[src/rtl/alu_rs.sv]
// alu_rs: reservation station in front of the ALU.
// Holds dispatched ALU ops until both operands are known, snoops the ALU and LSB
// result buses for missing operands, and issues one ready op per cycle.
// Build option: ALU_RS_WAKEUP_BYPASS_EN -- a CDB broadcast can make an operand
// ready in its own cycle, with the value taken straight from the bus.
module alu_rs #(
    parameter int unsigned RS_SIZE   = 8,
    parameter int unsigned ROB_WIDTH = 4
) (
    input  logic                 clk,
    input  logic                 rst,
    input  logic                 flush,
    input  logic                 dispatch_valid,
    input  logic [3:0]           dispatch_op,
    input  logic [31:0]          dispatch_vj,
    input  logic                 dispatch_qj_valid,
    input  logic [ROB_WIDTH-1:0] dispatch_qj,
    input  logic [31:0]          dispatch_vk,
    input  logic                 dispatch_qk_valid,
    input  logic [ROB_WIDTH-1:0] dispatch_qk,
    input  logic [ROB_WIDTH-1:0] dispatch_dest,
    output logic                 full,
    input  logic                 cdb_alu_valid,
    input  logic [ROB_WIDTH-1:0] cdb_alu_dest,
    input  logic [31:0]          cdb_alu_value,
    input  logic                 cdb_lsb_valid,
    input  logic [ROB_WIDTH-1:0] cdb_lsb_dest,
    input  logic [31:0]          cdb_lsb_value,
    output logic                 alu_enable,
    output logic [3:0]           alu_op,
    output logic [31:0]          alu_value_1,
    output logic [31:0]          alu_value_2,
    output logic [ROB_WIDTH-1:0] alu_dest
);

    localparam int unsigned DATA_W = 32;
    localparam int unsigned OP_W   = 4;
    localparam int unsigned IDX_W  = $clog2(RS_SIZE);

    typedef struct packed {
        logic                 busy;
        logic [OP_W-1:0]      op;
        logic [DATA_W-1:0]    vj;
        logic                 qj_valid;
        logic [ROB_WIDTH-1:0] qj;
        logic [DATA_W-1:0]    vk;
        logic                 qk_valid;
        logic [ROB_WIDTH-1:0] qk;
        logic [ROB_WIDTH-1:0] dest;
    } rs_entry_t;

    rs_entry_t [RS_SIZE-1:0] entry_q;
    logic [ROB_WIDTH-1:0]    issue_dest_q;

    logic [RS_SIZE-1:0]             busy_c;
    logic [RS_SIZE-1:0]             ready_c;
    logic [RS_SIZE-1:0]             j_hit_c;
    logic [RS_SIZE-1:0]             k_hit_c;
    logic [RS_SIZE-1:0][DATA_W-1:0] j_val_c;
    logic [RS_SIZE-1:0][DATA_W-1:0] k_val_c;
    logic                           d_j_hit_c;
    logic                           d_k_hit_c;
    logic [DATA_W-1:0]              d_j_val_c;
    logic [DATA_W-1:0]              d_k_val_c;
    logic                           issue_found_c;
    logic [IDX_W-1:0]               issue_idx_c;
    logic                           free_found_c;
    logic [IDX_W-1:0]               free_idx_c;
    logic [DATA_W-1:0]              issue_v1_c;
    logic [DATA_W-1:0]              issue_v2_c;
    rs_entry_t                      new_entry_c;

    // Tag lookup on both result buses; the ALU bus wins when both match.
    function automatic logic [DATA_W:0] cdb_match(
        input logic [ROB_WIDTH-1:0] tag,
        input logic                 a_valid,
        input logic [ROB_WIDTH-1:0] a_dest,
        input logic [DATA_W-1:0]    a_value,
        input logic                 l_valid,
        input logic [ROB_WIDTH-1:0] l_dest,
        input logic [DATA_W-1:0]    l_value
    );
        logic [DATA_W:0] res;
        res = '0;
        if (a_valid && (tag == a_dest)) begin
            res = {1'b1, a_value};
        end else if (l_valid && (tag == l_dest)) begin
            res = {1'b1, l_value};
        end
        return res;
    endfunction

    // Per-entry bus snoop, ready test, issue pick and free-slot pick on pre-edge state.
    always_comb begin
        busy_c        = '0;
        ready_c       = '0;
        j_hit_c       = '0;
        k_hit_c       = '0;
        j_val_c       = '0;
        k_val_c       = '0;
        issue_found_c = 1'b0;
        issue_idx_c   = '0;
        free_found_c  = 1'b0;
        free_idx_c    = '0;
        for (int i = 0; i < int'(RS_SIZE); i++) begin
            busy_c[i] = entry_q[i].busy;
            {j_hit_c[i], j_val_c[i]} = cdb_match(entry_q[i].qj, cdb_alu_valid, cdb_alu_dest,
                                                 cdb_alu_value, cdb_lsb_valid, cdb_lsb_dest,
                                                 cdb_lsb_value);
            {k_hit_c[i], k_val_c[i]} = cdb_match(entry_q[i].qk, cdb_alu_valid, cdb_alu_dest,
                                                 cdb_alu_value, cdb_lsb_valid, cdb_lsb_dest,
                                                 cdb_lsb_value);
`ifdef ALU_RS_WAKEUP_BYPASS_EN
            ready_c[i] = entry_q[i].busy && (!entry_q[i].qj_valid || j_hit_c[i])
                                         && (!entry_q[i].qk_valid || k_hit_c[i]);
`else
            ready_c[i] = entry_q[i].busy && !entry_q[i].qj_valid && !entry_q[i].qk_valid;
`endif
            if (ready_c[i] && !issue_found_c) begin
                issue_found_c = 1'b1;
                issue_idx_c   = IDX_W'(i);
            end
            if (!entry_q[i].busy && !free_found_c) begin
                free_found_c = 1'b1;
                free_idx_c   = IDX_W'(i);
            end
        end

        issue_v1_c = entry_q[issue_idx_c].vj;
        issue_v2_c = entry_q[issue_idx_c].vk;
`ifdef ALU_RS_WAKEUP_BYPASS_EN
        if (entry_q[issue_idx_c].qj_valid) issue_v1_c = j_val_c[issue_idx_c];
        if (entry_q[issue_idx_c].qk_valid) issue_v2_c = k_val_c[issue_idx_c];
`endif
    end

    // Build the entry written by dispatch, capturing a same-cycle broadcast of its tags.
    always_comb begin
        {d_j_hit_c, d_j_val_c} = cdb_match(dispatch_qj, cdb_alu_valid, cdb_alu_dest,
                                           cdb_alu_value, cdb_lsb_valid, cdb_lsb_dest,
                                           cdb_lsb_value);
        {d_k_hit_c, d_k_val_c} = cdb_match(dispatch_qk, cdb_alu_valid, cdb_alu_dest,
                                           cdb_alu_value, cdb_lsb_valid, cdb_lsb_dest,
                                           cdb_lsb_value);
        new_entry_c          = '0;
        new_entry_c.busy     = 1'b1;
        new_entry_c.op       = dispatch_op;
        new_entry_c.qj       = dispatch_qj;
        new_entry_c.qk       = dispatch_qk;
        new_entry_c.dest     = dispatch_dest;
        new_entry_c.vj       = (dispatch_qj_valid && d_j_hit_c) ? d_j_val_c : dispatch_vj;
        new_entry_c.qj_valid = dispatch_qj_valid && !d_j_hit_c;
        new_entry_c.vk       = (dispatch_qk_valid && d_k_hit_c) ? d_k_val_c : dispatch_vk;
        new_entry_c.qk_valid = dispatch_qk_valid && !d_k_hit_c;
    end

    assign full = &busy_c;

    // Entry state and ALU-side registers: reset/flush, wakeup, issue, dispatch.
    always_ff @(posedge clk or posedge rst) begin
        if (rst) begin
            entry_q      <= '0;
            alu_enable   <= 1'b0;
            alu_op       <= '0;
            alu_value_1  <= '0;
            alu_value_2  <= '0;
            issue_dest_q <= '0;
            alu_dest     <= '0;
        end else if (flush) begin
            entry_q      <= '0;
            alu_enable   <= 1'b0;
            alu_op       <= '0;
            alu_value_1  <= '0;
            alu_value_2  <= '0;
            issue_dest_q <= '0;
            alu_dest     <= '0;
        end else begin
            for (int i = 0; i < int'(RS_SIZE); i++) begin
                if (entry_q[i].busy && entry_q[i].qj_valid && j_hit_c[i]) begin
                    entry_q[i].vj       <= j_val_c[i];
                    entry_q[i].qj_valid <= 1'b0;
                end
                if (entry_q[i].busy && entry_q[i].qk_valid && k_hit_c[i]) begin
                    entry_q[i].vk       <= k_val_c[i];
                    entry_q[i].qk_valid <= 1'b0;
                end
            end
            if (issue_found_c) begin
                entry_q[issue_idx_c].busy <= 1'b0;
                alu_op                    <= entry_q[issue_idx_c].op;
                alu_value_1               <= issue_v1_c;
                alu_value_2               <= issue_v2_c;
                issue_dest_q              <= entry_q[issue_idx_c].dest;
            end
            if (dispatch_valid && free_found_c) begin
                entry_q[free_idx_c] <= new_entry_c;
            end
            alu_enable <= issue_found_c;
            alu_dest   <= issue_dest_q;
        end
    end

endmodule

[config.mk]
export PLATFORM = sky130hd
export DESIGN_NAME = alu_rs
export DESIGN_NICKNAME = d
export VERILOG_FILES = /design/src/rtl/alu_rs.sv
export SDC_FILE = /design/constraint.sdc
export NUM_CORES = 2
export LEC_CHECK = 0
export BUFFER_PORTS_ARGS = -buffer_cell sky130_fd_sc_hd__buf_2
export CAP_MARGIN = 0
export CORE_MARGIN = 2
export CORE_UTILIZATION = 50
export CTS_BUF_LIST = sky130_fd_sc_hd__clkbuf_4 sky130_fd_sc_hd__clkbuf_8
export DETAILED_ROUTE_END_ITERATION = 8
export GPL_TIMING_DRIVEN = 0
export PLACE_DENSITY = 0.67
export SETUP_SLACK_MARGIN = 0.15
export SYNTH_ARGS = -nofsm -noshare
export SYNTH_HDL_FRONTEND = slang
export SYNTH_SLANG_ARGS = --single-unit
[constraint.sdc]
create_clock -name clk -period 31.7 [get_ports clk]
set_input_delay 1.585 -clock clk [delete_from_list [all_inputs] [get_ports clk]]
set_output_delay 1.585 -clock clk [all_outputs]
set_load 0.02 [all_outputs]
==> flow_summary.json <==
{
  "status": "finished, violations left",
  "violations": "max-capacitance violations, max-slew violations",
  "rsz0062_at_grt": "no",
  "crit_type": "input pin to flop",
  "min_period_ns": 5.18,
  "fmax_mhz": 193,
  "placed_area_um2": 48200,
  "worst_pin_slew_ns": 1.69,
  "viasPerCell": 7.31,
  "cts_buffer_depth": 3,
  "drc": 0,
  "clk_latency_ns": 0.87,
  "cts_tree": "built",
  "numCtsBuffers": 139,
  "cts_hold_buf": 0,
  "synth-seq-cells": 741,
  "syn_area_um2": 45500,
  "num_rows": 110,
  "drive_above_1_share_pct": 25.2,
  "maxCapViolCount": 15,
  "fp.dieW_um": 306,
  "startpoint_type": "input pin",
  "peakVddDrop_v": 0.0000452,
  "synth.most_common_cell": "dfrtp_1",
  "hold_viol_final": 0,
  "cts_resized": 0,
  "p_leak_nw": 20.1,
  "synth_edf_count": 0,
  "gp_congestion": 1.04,
  "post-route-period-util_pct": 16.3,
  "area_growth_pct": 12.2,
  "die_height_um": 306,
  "ant_nets": 0,
  "synth_top_area_cell": "dfrtp_1",
  "grt_pass1_wl_um": 325000,
  "holdWs_ns": 0.494,
  "dr.pass1.iters": 7,
  "clock_skew_ns": 0.0514,
  "yosys.area.top_type_share_pct": 40.8,
  "cts_setup_buffers": 0,
  "netlist_top_cells_count": "dfrtp_1, nand2_1, mux2i_1",
  "syn-num-nets": 4671,
  "crit_arrival_ns": 5.96,
  "synth_flop_cell": "dfrtp_1",
  "netlist_instances": 4511,
  "netlist_top_cells_area": "dfrtp_1, mux2_2, mux2i_1",
  "synth_warnings": 0,
  "grt_pass1_vias": 42400,
  "synthArstFlopShare_pct": 100,
  "coreArea_um2": 90100,
  "avgSynthCellArea_um2": 10.1,
  "worstPathRequired_ns": 32.48,
  "drt_iter0_markers": 7185,
  "ys_seq_area_share_pct": 40.8,
  "dieArea_um2": 93400,
  "routed_wl_um": 236000,
  "hold_path.class": "flop to flop",
  "drv_slew": 153,
  "cts_sinks": 741,
  "crit_path_max_fanout": 10,
  "cts_htree_levels": 4,
  "powerDensity_nw_per_um2": 45.2,
  "vias": 44800,
  "critPathCaptureType": "flop",
  "overflow": 0,
  "antenna_found_initial": 21,
  "ios": 234,
  "io_buffer_count": 174,
  "grtUsageTotal_pct": 49.4,
  "grt_max_degree": 124,
  "dp_hpwl_um": 158000,
  "cts-root-buf": "clkbuf_8",
  "wl_per_cell_um": 38.5,
  "path_clk_slew_ns": 0.06,
  "final_cell_area_um2": 51000,
  "nets": 5000,
  "start_util_pct": 50.5,
  "setup_viol": 0,
  "ys_types": 61,
  "slew_headroom_pct": -12.7
}
[final cells by class]
type | instances | area, um^2
well taps | 1176 | 1470
fillers | 8120 | 39100
diodes | 22 | 55.1
flip-flops and latches | 741 | 18500
inverters | 42 | 165
multi-input cells | 3201 | 24400
plain buffers | 527 | 2430
clock buffers | 218 | 2660
repair buffers | 188 | 1140
clock inverters | 18 | 141
[kinds of logic (layout without fill, tap and decap cells)]
family	after synthesis	after routing	share of synthesized area, %
multiplexers	1158	1158	27.2
AO/OA/AOI/OAI	989	989	14.7
AND/OR/NAND/NOR	913	913	9.00
flip-flops	741	741	40.8
buffers and inverters	569	993	5.65
XOR/XNOR	141	141	2.71
other	0	22	0
[registers in the layout (all words and copies together), names as in the netlist]
name          flops
entry_q         656
issue_dest_q      4
alu_op            4
alu_value_1      32
busy_c            8
alu_value_2      32
alu_dest          4
alu_enable        1
[final timing paths]
path                                  from  slack, ns  cells past startpoint              end
hold / removal             alu_value_1[29]       0.49                      1  alu_value_1[29]
hold reg to reg            alu_value_1[29]       0.49                      1  alu_value_1[29]
setup reg to reg                 busy_c[4]      27.02                      8  alu_value_1[20]
max in group asynchronous              rst      29.21                      4     entry_q[607]
min in group asynchronous              rst       0.85                      2     entry_q[326]
setup / recovery            dispatch_qk[1]      26.52                      8     entry_q[206]
[routing by layer]
metal	vias to the layer above	routed length [um]	global-route usage (%)
met4	27	20500	36.2
met2	4240	91700	65.1
met3	1168	38300	25.6
met1	22000	85000	60.8
li1	17300	-	-
met5	-	490	1.19
[where the power goes]
part | total (W) | switching, W | internal (W)
logic | 0.000340 | 0.000244 | 0.0000961
clock network | 0.000995 | 0.000463 | 0.000532
registers | 0.000974 | 0.0000116 | 0.000962
total | 0.00231 | 0.000718 | 0.00159
[critical path, stage by stage]
cell and delay, ns:
buf_2 0.32, xnor2_1 0.16, nand3_1 0.81, nor2_1 0.43
o21a_1 0.66, clkbuf_1 0.99, o22ai_1 0.64, o22ai_1 0.34
[cells in the final DEF (no fill, tap or decap), types with 6 or more instances in the layout]
| master | n |
|---|---|
| a221oi_1 | 14 |
| o211a_1 | 15 |
| clkbuf_8 | 164 |
| mux2i_2 | 30 |
| a22o_1 | 30 |
| a32oi_1 | 57 |
| nor4_1 | 16 |
| nor3_1 | 38 |
| xnor2_1 | 38 |
| nor4_4 | 16 |
| inv_1 | 40 |
| o21ai_0 | 18 |
| xor2_1 | 103 |
| buf_6 | 11 |
| nand3_1 | 102 |
| buf_2 | 302 |
| buf_16 | 6 |
| nand2b_1 | 13 |
| buf_1 | 84 |
| diode_2 | 22 |
| a311oi_1 | 6 |
| clkbuf_1 | 235 |
| a21oi_1 | 118 |
| clkinvlp_4 | 7 |
| nand4_1 | 7 |
| dfrtp_1 | 741 |
| clkbuf_2 | 14 |
| a31oi_1 | 90 |
| nor2_1 | 20 |
| mux2i_1 | 584 |
| a32o_1 | 72 |
| nand2_1 | 663 |
| clkbuf_4 | 54 |
| o22ai_1 | 544 |
| buf_4 | 60 |
| mux2_2 | 544 |
| nor3b_1 | 6 |
[metrics by stage]
stage / setup TNS, ns / total power, W / cells / setup WS (ns) / utilization (%)
floorplan: 0 / 0.00117 / 4511 / 9.32 / -
global placement: -244.63 / 0.00130 / 5861 / -0.426 / 53.1
detailed placement: 0 / 0.00131 / 5875 / 26.24 / 53.4
CTS: 0 / 0.00227 / 6111 / 27.14 / 56.6
global route: 0 / 0.00234 / 6115 / 26.73 / 56.6
finish: 0 / 0.00231 / 6133 / 26.52 / 56.6
(Power assumes the default switching activity.)
